--- config.mk ---
export PLATFORM = sky130hd
export DESIGN_NAME = vlsu_sequencer
export DESIGN_NICKNAME = d
export VERILOG_FILES = /design/src/rtl/vlsu_sequencer.sv
export SDC_FILE = /design/constraint.sdc
export NUM_CORES = 1
export LEC_CHECK = 0
export CORE_AREA = 10 10 293 295
export CTS_CLUSTER_DIAMETER = 100
export DETAILED_ROUTE_END_ITERATION = 12
export DIE_AREA = 0 0 303 305
export SYNTH_ARGS = -nofsm -noshare
export SYNTH_HDL_FRONTEND = slang
export SYNTH_SLANG_ARGS = --single-unit
--- constraint.sdc ---
create_clock -name clk -period 15 [get_ports clk]
set_clock_uncertainty 0.15 [all_clocks]
set_input_delay 2.25 -clock clk [delete_from_list [all_inputs] [get_ports clk]]
set_output_delay 2.25 -clock clk [all_outputs]
set_load 0.01 [all_outputs]
--- src/rtl/vlsu_sequencer.sv ---
// Vector load/store sequencer: walks agu beat addresses on a 64-bit memory port and returns one VLEN-bit response.
// Optional macro VLSU_PIPELINED_LOAD_EN: back-to-back load beats with returns counted independently.
package vlsu_pkg;
  typedef enum logic [1:0] {
    UNIT_STRIDE = 2'd0,
    STRIDED     = 2'd1,
    INDEXED     = 2'd2,
    SEGMENT     = 2'd3
  } access_e;

  typedef struct packed {
    logic [63:0] base;
    access_e     acc;
  } mem_req_t;
endpackage

module agu #(
  parameter int NBEAT = 4
) (
  input  logic [63:0]             base_i,
  output logic [NBEAT-1:0][63:0]  addresses_o
);
  always_comb begin
    for (int k = 0; k < NBEAT; k++) begin
      addresses_o[k] = base_i + (64'(k) << 3);
    end
  end
endmodule

module vlsu_sequencer
  import vlsu_pkg::*;
#(
  parameter int VLEN  = 256,
  parameter int NBEAT = VLEN / 64
) (
  input  logic            clk,
  input  logic            rst_n,
  input  logic            req_valid,
  output logic            req_ready,
  input  mem_req_t        req,
  input  logic            req_store,
  input  logic [VLEN-1:0] req_wdata,
  output logic            mem_valid,
  input  logic            mem_ready,
  output logic [63:0]     mem_addr,
  output logic            mem_we,
  output logic [63:0]     mem_wdata,
  input  logic            mem_rvalid,
  input  logic [63:0]     mem_rdata,
  output logic            resp_valid,
  input  logic            resp_ready,
  output logic [VLEN-1:0] resp_rdata,
  output logic            resp_err,
  output logic            busy
);
  localparam int CW = $clog2(NBEAT) + 1;
  localparam int IW = (NBEAT > 1) ? $clog2(NBEAT) : 1;
  localparam logic [CW-1:0] LAST = CW'(NBEAT - 1);
  localparam logic [CW-1:0] FULL = CW'(NBEAT);

  typedef enum logic [1:0] {IDLE, ISSUE, WAIT, RESP} state_e;

  state_e                 state_q, state_d;
  logic [CW-1:0]          ibeat_q, ibeat_d, rbeat_q, rbeat_d;
  logic                   err_q, err_d, store_q;
  logic [63:0]            base_q;
  logic [NBEAT-1:0][63:0] wdata_q, rbuf_q, addresses;
  logic                   accept, beat_fire, ret_fire;

  function automatic logic [IW-1:0] slot(input logic [CW-1:0] cnt);
    int unsigned m;
    m = 32'(cnt) % 32'(NBEAT);
    return m[IW-1:0];
  endfunction

  agu #(.NBEAT(NBEAT)) u_agu (
    .base_i      (base_q),
    .addresses_o (addresses)
  );

  always_comb begin
    state_d   = state_q;
    ibeat_d   = ibeat_q;
    rbeat_d   = rbeat_q;
    err_d     = err_q;
    req_ready = (state_q == IDLE);
    accept    = req_valid && req_ready;
    mem_valid = (state_q == ISSUE);
    beat_fire = mem_valid && mem_ready;
`ifdef VLSU_PIPELINED_LOAD_EN
    ret_fire  = mem_rvalid && !store_q && (rbeat_q != FULL) &&
                ((state_q == ISSUE) || (state_q == WAIT));
`else
    ret_fire  = mem_rvalid && !store_q && (rbeat_q != FULL) && (state_q == WAIT);
`endif
    if (beat_fire) ibeat_d = ibeat_q + 1'b1;
    if (ret_fire)  rbeat_d = rbeat_q + 1'b1;

    case (state_q)
      IDLE: begin
        if (accept) begin
          ibeat_d = '0;
          rbeat_d = '0;
          err_d   = (req.acc != UNIT_STRIDE);
          state_d = (req.acc != UNIT_STRIDE) ? RESP : ISSUE;
        end
      end
      ISSUE: begin
        if (beat_fire) begin
          if (store_q) begin
            if (ibeat_q == LAST) state_d = RESP;
          end
`ifdef VLSU_PIPELINED_LOAD_EN
          else if (ibeat_q == LAST) begin
            state_d = (rbeat_d == FULL) ? RESP : WAIT;
          end
`else
          else begin
            state_d = WAIT;
          end
`endif
        end
      end
      WAIT: begin
        if (ret_fire) begin
          if (rbeat_d == FULL) state_d = RESP;
`ifndef VLSU_PIPELINED_LOAD_EN
          else state_d = ISSUE;
`endif
        end
      end
      RESP: begin
        if (resp_ready) state_d = IDLE;
      end
      default: state_d = IDLE;
    endcase

    // Outputs are forced to zero outside their owning state so they read as reset values when idle.
    mem_we     = mem_valid && store_q;
    mem_addr   = mem_valid ? addresses[slot(ibeat_q)] : '0;
    mem_wdata  = mem_we ? wdata_q[slot(ibeat_q)] : '0;
    resp_valid = (state_q == RESP);
    resp_err   = resp_valid && err_q;
    resp_rdata = resp_valid ? rbuf_q : '0;
    busy       = (state_q != IDLE);
  end

  always_ff @(posedge clk or negedge rst_n) begin
    if (!rst_n) begin
      state_q <= IDLE;
      ibeat_q <= '0;
      rbeat_q <= '0;
      err_q   <= 1'b0;
      store_q <= 1'b0;
    end else begin
      state_q <= state_d;
      ibeat_q <= ibeat_d;
      rbeat_q <= rbeat_d;
      err_q   <= err_d;
      if (accept) store_q <= req_store;
    end
  end

  // Datapath registers carry no reset; every consumer is gated by state.
  always_ff @(posedge clk) begin
    if (accept) begin
      base_q  <= req.base;
      wdata_q <= req_wdata;
      rbuf_q  <= '0;
    end else if (ret_fire) begin
      rbuf_q[slot(rbeat_q)] <= mem_rdata;
    end
  end
endmodule

==> flow_summary.ini <==
[outcome]
status = finished clean

[route]
routed_wl_um = 97100
drt_iter0_markers = 1453
vias = 20400
postRouteAntennaNets = 0
drc = 0
vias_per_cell = 4.95
dr.pass1.iters = 5
wl_per_cell_um = 23.5

[finish]
area_delta_synth_final_pct = 44.5
drive_gt1_share_pct = 7.10
fin_cells = 4122
final_nets = 3398
fin_area_um2 = 35600

[power]
pwr-share-seq_pct = 40.9
p_int_mw = 3.82
leakage_nw = 13.1
power_frac_clock_pct = 28.8
cellPowerDensity_nw_per_um2 = 161
swShare_pct = 33.3
ir_drop_mv = 0.103
power_frac_comb_pct = 30.3
p_switching_mw = 1.91

[setup_path]
critPathCaptureType = output pin
max_stage_delay_ns = 0.88
cp_cell_sequence = nor2_1 > a211oi_2 > buf_4 > o2111ai_1 > or4_1 > a21oi_1 > clkdlybuf4s50_1
path_class = flop to output pin
cp_max_fo = 39
crit_arrival_ns = 4.15
start_kind = flop
crit_slowest_cell = dfrtp_4
required_ns = 12.60

[die]
fp.dieW_um = 303
dieArea_um2 = 92400
core-area_um2 = 79900
pin_count = 783
die_h_um = 305
rows = 104
start_util_pct = 30.9

[clocking]
clkLatencyLatePin_ns = 0.59
cts_tree = yes
cts_buffer_depth = 3
cts_sinks = 586
cts_hold_buf = 0
cts_resized = 0
postCtsSetupBuffers = 0
cts_root_buf = clkbuf_16
htree_levels = 3
cts_buffers = 70
clk_pin_slew_ns = 0.06

[synth]
synth_area_leaders = edfxtp_1 (39%), dfxtp_1 (21%), and3_1 (8.5%), nand2_1 (8.3%), a21oi_1 (6.0%)
synth_area_leader_cell = edfxtp_1
synth_cells = 2301
ys.warnings.count = 0
syn_area_um2 = 24700
yosysMostFrequentCell = nand2_1
ys_types = 55
synth_common_cells = nand2_1 (543), and3_1 (334), edfxtp_1 (320), a21oi_1 (294), dfxtp_1 (256)
synth_top_area_share_pct = 38.9
synth-edff-count = 320
synth-seq-cells = 586
ys_seq_area_share_pct = 60.7
syn_avg_cell_area_um2 = 10.7
ys_async_sr_fraction_pct = 1.71
synth_nets = 2704
synthFlopType = edfxtp_1

[global_routing]
antenna_found_initial = 39
grt_pass1_wl_um = 139000
grt_usage_pct = 20.0
grt.overflow.total = 0
grt_max_degree = 215
grt_pass1_vias = 20300

[timing]
hold_viol_final = 0
rsz0062_at_grt = no
worst_slew_pin_slew_ns = 1.15
finalSetupTns_ns = 0
setup_viol = 0
fin_crit_ns = 6.55
fmax_ghz = 0.153
slew_headroom_pct = 23.2
fin_crit_sh_pct = 43.7
slew_violations = 0
fin_ws_ns = 8.45

[worst_hold_path]
hold_path_class = flop to flop

[place]
gp_congestion = 0.843
dp_slack_ns = 8.86
io_buffers = 782
placed_area_um2 = 33400
dp_cells = 3983
hpwl_um = 69400

[flow_run]
max_cap_violations = 0
-- path summary, 6_finish.rpt --
path	end	from	cells after the start	slack [ns]
min in group asynchronous	ibeat_q[2]$_DFF_PN0_	rst_n	1	1.91
worst max register to register	base_q[37]$_DFFE_PP_	state_q[1]$_DFFE_PN0P_	5	10.09
max in group asynchronous	state_q[1]$_DFFE_PN0P_	rst_n	1	12.30
worst min register to register	rbuf_q[112]$_SDFFE_PP0P_	rbuf_q[112]$_SDFFE_PP0P_	2	0.30
worst min-delay path	rbuf_q[112]$_SDFFE_PP0P_	rbuf_q[112]$_SDFFE_PP0P_	2	0.30
worst max-delay path	mem_addr[55]	ibeat_q[0]$_DFF_PN0_	7	8.45
-- layer usage --
layer / track usage [%] / part of all wire, % / wire length (µm) / vias to the layer above
met5: 0 / 0.13 / 123 / -
met4: 7.98 / 2.8 / 2670 / 20
met3: 7.45 / 10 / 10000 / 151
met2: 32.7 / 49 / 47100 / 792
met1: 23.3 / 38 / 37100 / 9766
li1: - / - / - / 9655
-- sequential cells by signal (all words and copies together) (netlist names) --
name and flops:
rbuf_q 256, ibeat_q 3, state_q 2, rbeat_q 3, err_q 1, wdata_q 256
store_q 1, base_q 64
-- critical path, delay by kind of cell (launching register included) --
family                 cells  cell delay, ns
buffers and inverters      2            0.78
flip-flops                 1            0.88
AO/OA/AOI/OAI              3            0.96
AND/OR/NAND/NOR            2            0.89
-- cell families after synthesis --
logic type	Yosys count	synth area share, %
flip-flops	586	60.7
buffers and inverters	202	3.12
XOR/XNOR	31	1.10
adder cells (fa/ha/maj)	10	0.507
multiplexers	67	5.96
AND/OR/NAND/NOR	1051	20.9
AO/OA/AOI/OAI	354	7.72
-- cell type report --
type	count	area, µm²
Sequential cell	586	15000
Timing Repair Buffer	808	8040
Clock inverter	28	289
Tap cell	1060	1330
Fill cell	7677	44200
Multi-Input combinational cell	1513	8940
Antenna cell	21	52.6
Inverter	16	60.1
Clock buffer	90	1950
-- per-stage QoR --
stage | util, % | hold WS [ns] | total power, mW
2_1_floorplan | - | 0.282 | 3.34
3_3_place_gp | 41.8 | 0.287 | 4.12
3_5_place_dp | 41.8 | 0.292 | 4.14
4_1_cts | 44.6 | 0.299 | 5.81
5_1_grt | 44.6 | 0.314 | 6.05
6_report | 44.6 | 0.297 | 5.73
-- cell usage in the layout (no fill, tap or decap), types with 4 or more instances in the layout --
cell type | Yosys | layout
and2_1 | 16 | 11
a31o_2 | 4 | 4
and4_1 | 12 | 12
o211ai_1 | 4 | 4
nand2_2 | 0 | 4
nand3_1 | 25 | 25
inv_1 | 15 | 15
dfrtp_1 | 10 | 5
dfrtp_4 | 0 | 4
edfxtp_1 | 320 | 320
a21oi_1 | 294 | 294
nand4_1 | 26 | 26
nor2_1 | 48 | 48
clkinv_1 | 1 | 10
clkbuf_16 | 0 | 71
dfxtp_1 | 256 | 256
xnor2_1 | 9 | 9
clkinv_4 | 0 | 4
or3_1 | 18 | 18
clkdlybuf4s50_1 | 0 | 782
buf_4 | 0 | 25
o31ai_1 | 9 | 9
and2_2 | 0 | 4
clkbuf_1 | 168 | 9
xor2_1 | 22 | 22
a2111oi_0 | 4 | 4
clkbuf_8 | 0 | 10
o21ai_0 | 21 | 21
diode_2 | 0 | 21
mux4_2 | 64 | 64
clkinv_2 | 0 | 4
and3_1 | 334 | 334
nand2_1 | 543 | 539
or4_1 | 9 | 9
ha_1 | 10 | 10
-- power by group through the flow --
| stage | clock, mW | combinational [mW] | sequential [mW] |
|---|---|---|---|
| floorplan | 0 | 1.04 | 2.30 |
| global placement | 0 | 1.75 | 2.37 |
| detailed placement | 0 | 1.76 | 2.38 |
| CTS | 1.70 | 1.77 | 2.35 |
| global route | 1.76 | 1.89 | 2.40 |
| finish | 1.65 | 1.74 | 2.34 |
Power figures use the tool's default switching activity.
